File: config.mk
export PLATFORM = sky130hd
export DESIGN_NAME = npn4_canon_search
export DESIGN_NICKNAME = d
export VERILOG_FILES = /design/src/rtl/npn4_canon_search.sv
export SDC_FILE = /design/constraint.sdc
export NUM_CORES = 1
export LEC_CHECK = 0
export BUFFER_PORTS_ARGS = -buffer_cell sky130_fd_sc_hd__buf_2
export CORE_ASPECT_RATIO = 0.75
export CORE_UTILIZATION = 30
export DETAILED_ROUTE_END_ITERATION = 10
export GPL_ROUTABILITY_DRIVEN = 0
export GPL_TIMING_DRIVEN = 0
export SKIP_LAST_GASP = 1
export SLEW_MARGIN = 20
export SYNTH_ARGS = -nofsm -noshare
export SYNTH_HDL_FRONTEND = slang
export SYNTH_SLANG_ARGS = --single-unit
File: constraint.sdc
create_clock -name clk -period 6.9 [get_ports clk]
set_clock_uncertainty 0.1 [all_clocks]
set_input_delay 0.69 -clock clk [delete_from_list [all_inputs] [get_ports clk]]
set_output_delay 0.69 -clock clk [all_outputs]
set_load 0.01 [all_outputs]
File: src/rtl/npn4_canon_search.sv
// Sequential NPN canonicaliser for 4-input functions: one (perm, neg-mask) step per cycle,
// both output polarities per step, smallest truth table wins with earliest-candidate tie-break.
module npn4_canon_search (
  input  logic        clk,
  input  logic        rst,
  input  logic [15:0] in_tt,
  input  logic        in_valid,
  output logic        in_ready,
  output logic [15:0] out_tt,
  output logic [4:0]  out_perm,
  output logic [3:0]  out_ineg,
  output logic        out_oneg,
  output logic        out_valid,
  input  logic        out_ready,
  output logic        busy
);

  localparam logic [8:0] LAST_STEP = 9'd383;

  typedef enum logic [1:0] {
    IDLE   = 2'd0,
    SEARCH = 2'd1,
    DONE   = 2'd2
  } state_t;

  // Tuple (pi0,pi1,pi2,pi3) packed with pi0 in the top two bits, lexicographic rank p.
  function automatic logic [7:0] perm_tuple(input logic [4:0] p);
    logic [7:0] t;
    case (p)
      5'd0:    t = {2'd0, 2'd1, 2'd2, 2'd3};
      5'd1:    t = {2'd0, 2'd1, 2'd3, 2'd2};
      5'd2:    t = {2'd0, 2'd2, 2'd1, 2'd3};
      5'd3:    t = {2'd0, 2'd2, 2'd3, 2'd1};
      5'd4:    t = {2'd0, 2'd3, 2'd1, 2'd2};
      5'd5:    t = {2'd0, 2'd3, 2'd2, 2'd1};
      5'd6:    t = {2'd1, 2'd0, 2'd2, 2'd3};
      5'd7:    t = {2'd1, 2'd0, 2'd3, 2'd2};
      5'd8:    t = {2'd1, 2'd2, 2'd0, 2'd3};
      5'd9:    t = {2'd1, 2'd2, 2'd3, 2'd0};
      5'd10:   t = {2'd1, 2'd3, 2'd0, 2'd2};
      5'd11:   t = {2'd1, 2'd3, 2'd2, 2'd0};
      5'd12:   t = {2'd2, 2'd0, 2'd1, 2'd3};
      5'd13:   t = {2'd2, 2'd0, 2'd3, 2'd1};
      5'd14:   t = {2'd2, 2'd1, 2'd0, 2'd3};
      5'd15:   t = {2'd2, 2'd1, 2'd3, 2'd0};
      5'd16:   t = {2'd2, 2'd3, 2'd0, 2'd1};
      5'd17:   t = {2'd2, 2'd3, 2'd1, 2'd0};
      5'd18:   t = {2'd3, 2'd0, 2'd1, 2'd2};
      5'd19:   t = {2'd3, 2'd0, 2'd2, 2'd1};
      5'd20:   t = {2'd3, 2'd1, 2'd0, 2'd2};
      5'd21:   t = {2'd3, 2'd1, 2'd2, 2'd0};
      5'd22:   t = {2'd3, 2'd2, 2'd0, 2'd1};
      5'd23:   t = {2'd3, 2'd2, 2'd1, 2'd0};
      default: t = {2'd0, 2'd1, 2'd2, 2'd3};
    endcase
    return t;
  endfunction

  // g[m] = f[m'] with m'[i] = m[pi_i] ^ n[i]; output polarity is applied by the caller.
  function automatic logic [15:0] npn_apply(input logic [15:0] f, input logic [7:0] pt,
                                            input logic [3:0] n);
    logic [15:0] g;
    logic [3:0]  mv;
    logic [3:0]  mp;
    logic [1:0]  src;
    g  = '0;
    mp = '0;
    for (int m = 0; m < 16; m++) begin
      mv = 4'(m);
      for (int i = 0; i < 4; i++) begin
        src   = pt[7-2*i -: 2];
        mp[i] = mv[src] ^ n[i];
      end
      g[m] = f[mp];
    end
    return g;
  endfunction

  state_t      state_q, state_d;
  logic        accept;
  logic        last_step;
  logic [8:0]  step_q;

  logic [15:0] tt_p0;
  logic [15:0] best_tt_p1;
  logic [4:0]  best_perm_p1;
  logic [3:0]  best_ineg_p1;
  logic        best_oneg_p1;

  logic [4:0]  cur_perm;
  logic [3:0]  cur_ineg;
  logic [15:0] cand0, cand1;
  logic [15:0] nb_tt;
  logic [4:0]  nb_perm;
  logic [3:0]  nb_ineg;
  logic        nb_oneg;

  assign in_ready  = (state_q == IDLE);
  assign busy      = (state_q == SEARCH);
  assign out_valid = (state_q == DONE);
  assign last_step = (step_q == LAST_STEP);
  assign cur_perm  = step_q[8:4];
  assign cur_ineg  = step_q[3:0];

  always_comb begin
    state_d = state_q;
    accept  = 1'b0;
    case (state_q)
      IDLE: begin
        if (in_valid) begin
          accept  = 1'b1;
          state_d = SEARCH;
        end
      end
      SEARCH: if (last_step) state_d = DONE;
      DONE:   if (out_ready) state_d = IDLE;
      default: state_d = IDLE;
    endcase
  end

  // Stage p0 -> p1: evaluate both polarities of the current step against the running best
  always_comb begin
    cand0   = npn_apply(tt_p0, perm_tuple(cur_perm), cur_ineg);
    cand1   = ~cand0;
    nb_tt   = best_tt_p1;
    nb_perm = best_perm_p1;
    nb_ineg = best_ineg_p1;
    nb_oneg = best_oneg_p1;
    if (cand0 < nb_tt) begin
      nb_tt   = cand0;
      nb_perm = cur_perm;
      nb_ineg = cur_ineg;
      nb_oneg = 1'b0;
    end
    if (cand1 < nb_tt) begin
      nb_tt   = cand1;
      nb_perm = cur_perm;
      nb_ineg = cur_ineg;
      nb_oneg = 1'b1;
    end
  end

  always_ff @(posedge clk) begin
    if (accept) begin
      tt_p0        <= in_tt;
      best_tt_p1   <= in_tt;
      best_perm_p1 <= '0;
      best_ineg_p1 <= '0;
      best_oneg_p1 <= 1'b0;
    end else if (state_q == SEARCH) begin
      best_tt_p1   <= nb_tt;
      best_perm_p1 <= nb_perm;
      best_ineg_p1 <= nb_ineg;
      best_oneg_p1 <= nb_oneg;
    end
  end

  // Stage p1 -> result: outputs only move on the final step into DONE
  always_ff @(posedge clk or posedge rst) begin
    if (rst) begin
      state_q  <= IDLE;
      step_q   <= '0;
      out_tt   <= '0;
      out_perm <= '0;
      out_ineg <= '0;
      out_oneg <= 1'b0;
    end else begin
      state_q <= state_d;
      if (accept) begin
        step_q <= '0;
      end else if ((state_q == SEARCH) && !last_step) begin
        step_q <= step_q + 9'd1;
      end
      if ((state_q == SEARCH) && last_step) begin
        out_tt   <= nb_tt;
        out_perm <= nb_perm;
        out_ineg <= nb_ineg;
        out_oneg <= nb_oneg;
      end
    end
  end

endmodule

==> out/metrics.cfg <==
[finish]
diodes=0
fin_nets=840
seq_area_mm2=0.00209
final_cell_mix=mux4_2 (71), inv_1 (54), buf_2 (51), ha_1 (43), buf_4 (42)
final_common_cell=mux4_2
multi_input_area_mm2=0.00576
drive_gt1_frac=0.438
area_growth_pct=29.9
n_fill_cell=2337

[sta]
worst_pin_slew_ps=812
fin_crit_sh=0.989
maxSlewViolCount=0
finalHoldViolCount=0
relSlewSlack=0.455
layout_min_cycle_time_ps=6820
setup_viol=0
max_freq_ghz=0.147
rsz0062_at_grt=yes
fin_setup_tns_ps=0

[global_routing]
overflow=0
antenna_found_initial=0
grtUsageMet1=0.271
grt_usage=0.178
use_met3=0.0672
globalRoute.busiestLayer=met1
grt_pass1_vias=5725
grt_max_degree=26
grt_pass1_wl_mm=34.6
gr-usage-met2=0.241

[clocking]
path_clk_slew_ps=60
cts_buffers=9
clock_path_buffers=2
tritoncts=yes
cts.sinks=79
htreeDepth=3
holdBufCountCts=0
clk-insertion-delay-late_ps=340
cts_root_buffer=clkbuf_16

[synth]
synth_flop_cell=dfrtp_1
ys_warn_count=0
synth_edf_count=32
yosysSeqAreaShare=0.278
syn_nets=736
synth_cell_types=68
synth-seq-cells=79
syn_inst=656
netlist_area_mm2=0.00751
synth_area_per_cell_um2=11.4
synthArstFlopShare=0.468

[worst_setup_path]
critPathBufInv=7
worst_path_max_delay_cell=mux4_2
worst_path_largest_cell_delay_ps=510
crit_arrival_ps=6810
critPathTopFamily=compound AO/OA/AOI/OAI gates
required_ps=6890
end_kind=flop
worstSetupPathType=reg -> reg
worstSetupStartpointType=flop
crit_path_frequent_cell=buf_6
cp_max_fo=10

[place]
post-dp-hpwl_mm=16.8
place.port_buffers=48

[floorplan]
initial_utilization=0.309
die_h_um=139
core_area_mm2=0.0243
row_count=49
die-area_mm2=0.0257
die_w_um=185
io_pins=49

[routing]
drt-initial-drc-count=598
drc=0
drt-pass1-iter-count=6
vias=6041
wl_per_cell_um=21.3
drt-total-wl_mm=23.3
viasPerCell=5.51
drtAntennaViolNets=0

[worst_hold_path]
min_path_type=in -> async

[run]
drv_cap=0

[run_status]
outcome=finished, final reports clean

## worst paths after layout
kind	cells past startpoint	to	slack [ps]	startpoint
max	28	best_tt_p1[6]	80	step_q[7]
min	2	out_ineg[2]	250	rst
max reg2reg	28	best_tt_p1[6]	80	step_q[7]
min reg2reg	2	best_oneg_p1	360	best_oneg_p1
max in group asynchronous	3	out_tt[7]	5980	rst
min in group clk	2	best_oneg_p1	360	best_oneg_p1
## state kept, by name, indices dropped and copies added, names as in the netlist
signal        flops
out_perm          5
out_ineg          4
out_oneg          1
best_perm_p1      5
best_ineg_p1      4
tt_p0            16
best_tt_p1       16
state_q           2
step_q            9
best_oneg_p1      1
out_tt           16
## area by class of cell
cell class / count / share of cell area
Buffer: 46 / 0.0308
Clock buffer: 9 / 0.0231
Clock inverter: 7 / 0.00808
Inverter: 61 / 0.0239
Multi-Input combinational cell: 470 / 0.590
Sequential cell: 79 / 0.214
Tap cell: 331 / 0.0425
Timing Repair Buffer: 93 / 0.0672
## worst reg2reg max path: cells and delay by family (launching register included)
kind | cells | cell delay (ps)
AOI/OAI and AO/OA | 11 | 2060
xor gates and xnor gates | 1 | 220
and+or+nand+nor | 1 | 210
DFF | 1 | 340
buffers and inverters | 7 | 1110
muxes | 4 | 1420
adders and majority gates | 4 | 1140
## timing repair
action / in CTS / in global routing
pin swaps: 10 / 28
hold endpoints to repair: 0 / 0
endpoints found under the setup margin: 52 / 52
gates resized for setup: 71 / 94
cloned: 0 / 2
setup buffers: 21 / 21
## through the flow
step	hold WS (ps)	utilization	cells	setup WS [ps]	instance area (um^2)
2_1_floorplan	329	-	656	49.2	7510
3_3_place_gp	342	0.336	1035	-1620	8160
3_5_place_dp	351	0.337	1036	-1680	8190
4_1_cts	263	0.372	1073	-15.6	9030
5_1_grt	285	0.402	1096	-104	9750
6_report	254	0.402	1096	79.3	9750
## logic make-up (layout without fill, tap and decap cells)
kind of cell / Yosys count / count (layout) / synth area share
AO/OA/AOI/OAI: 105 / 105 / 0.0967
XOR/XNOR: 53 / 53 / 0.0698
adder cells (fa/ha/maj): 60 / 60 / 0.100
buffers and inverters: 107 / 216 / 0.0617
flip-flops: 79 / 79 / 0.278
multiplexers: 142 / 142 / 0.323
AND/OR/NAND/NOR: 110 / 110 / 0.0710
## routing by layer
layer	vias up	part of all wire
met3	24	0.11
li1	2650	-
met4	0	0.013
met1	3018	0.45
met2	349	0.42
met5	-	0
## cells in the mapped netlist, drive strengths merged, types with 10 or more instances
| cell type | count | area share |
|---|---|---|
| mux4 | 75 | 0.23 |
| ha | 60 | 0.10 |
| inv | 60 | 0.030 |
| mux2i | 41 | 0.057 |
| dfrtp | 37 | 0.12 |
| nand2 | 36 | 0.018 |
| o21ai | 33 | 0.022 |
| edfxtp | 32 | 0.13 |
| xnor2 | 31 | 0.036 |
| clkbuf | 29 | 0.015 |
| nor2 | 29 | 0.015 |
| mux2 | 26 | 0.039 |
| xor2 | 22 | 0.034 |
| a21oi | 19 | 0.013 |
| buf | 17 | 0.016 |
| nand3 | 17 | 0.011 |
| a21o | 13 | 0.013 |
| dfxtp | 10 | 0.027 |
Power is left out: the tool's default activity adds up to more than one toggle a clock period on the data nets, which glitch-free logic cannot reach.
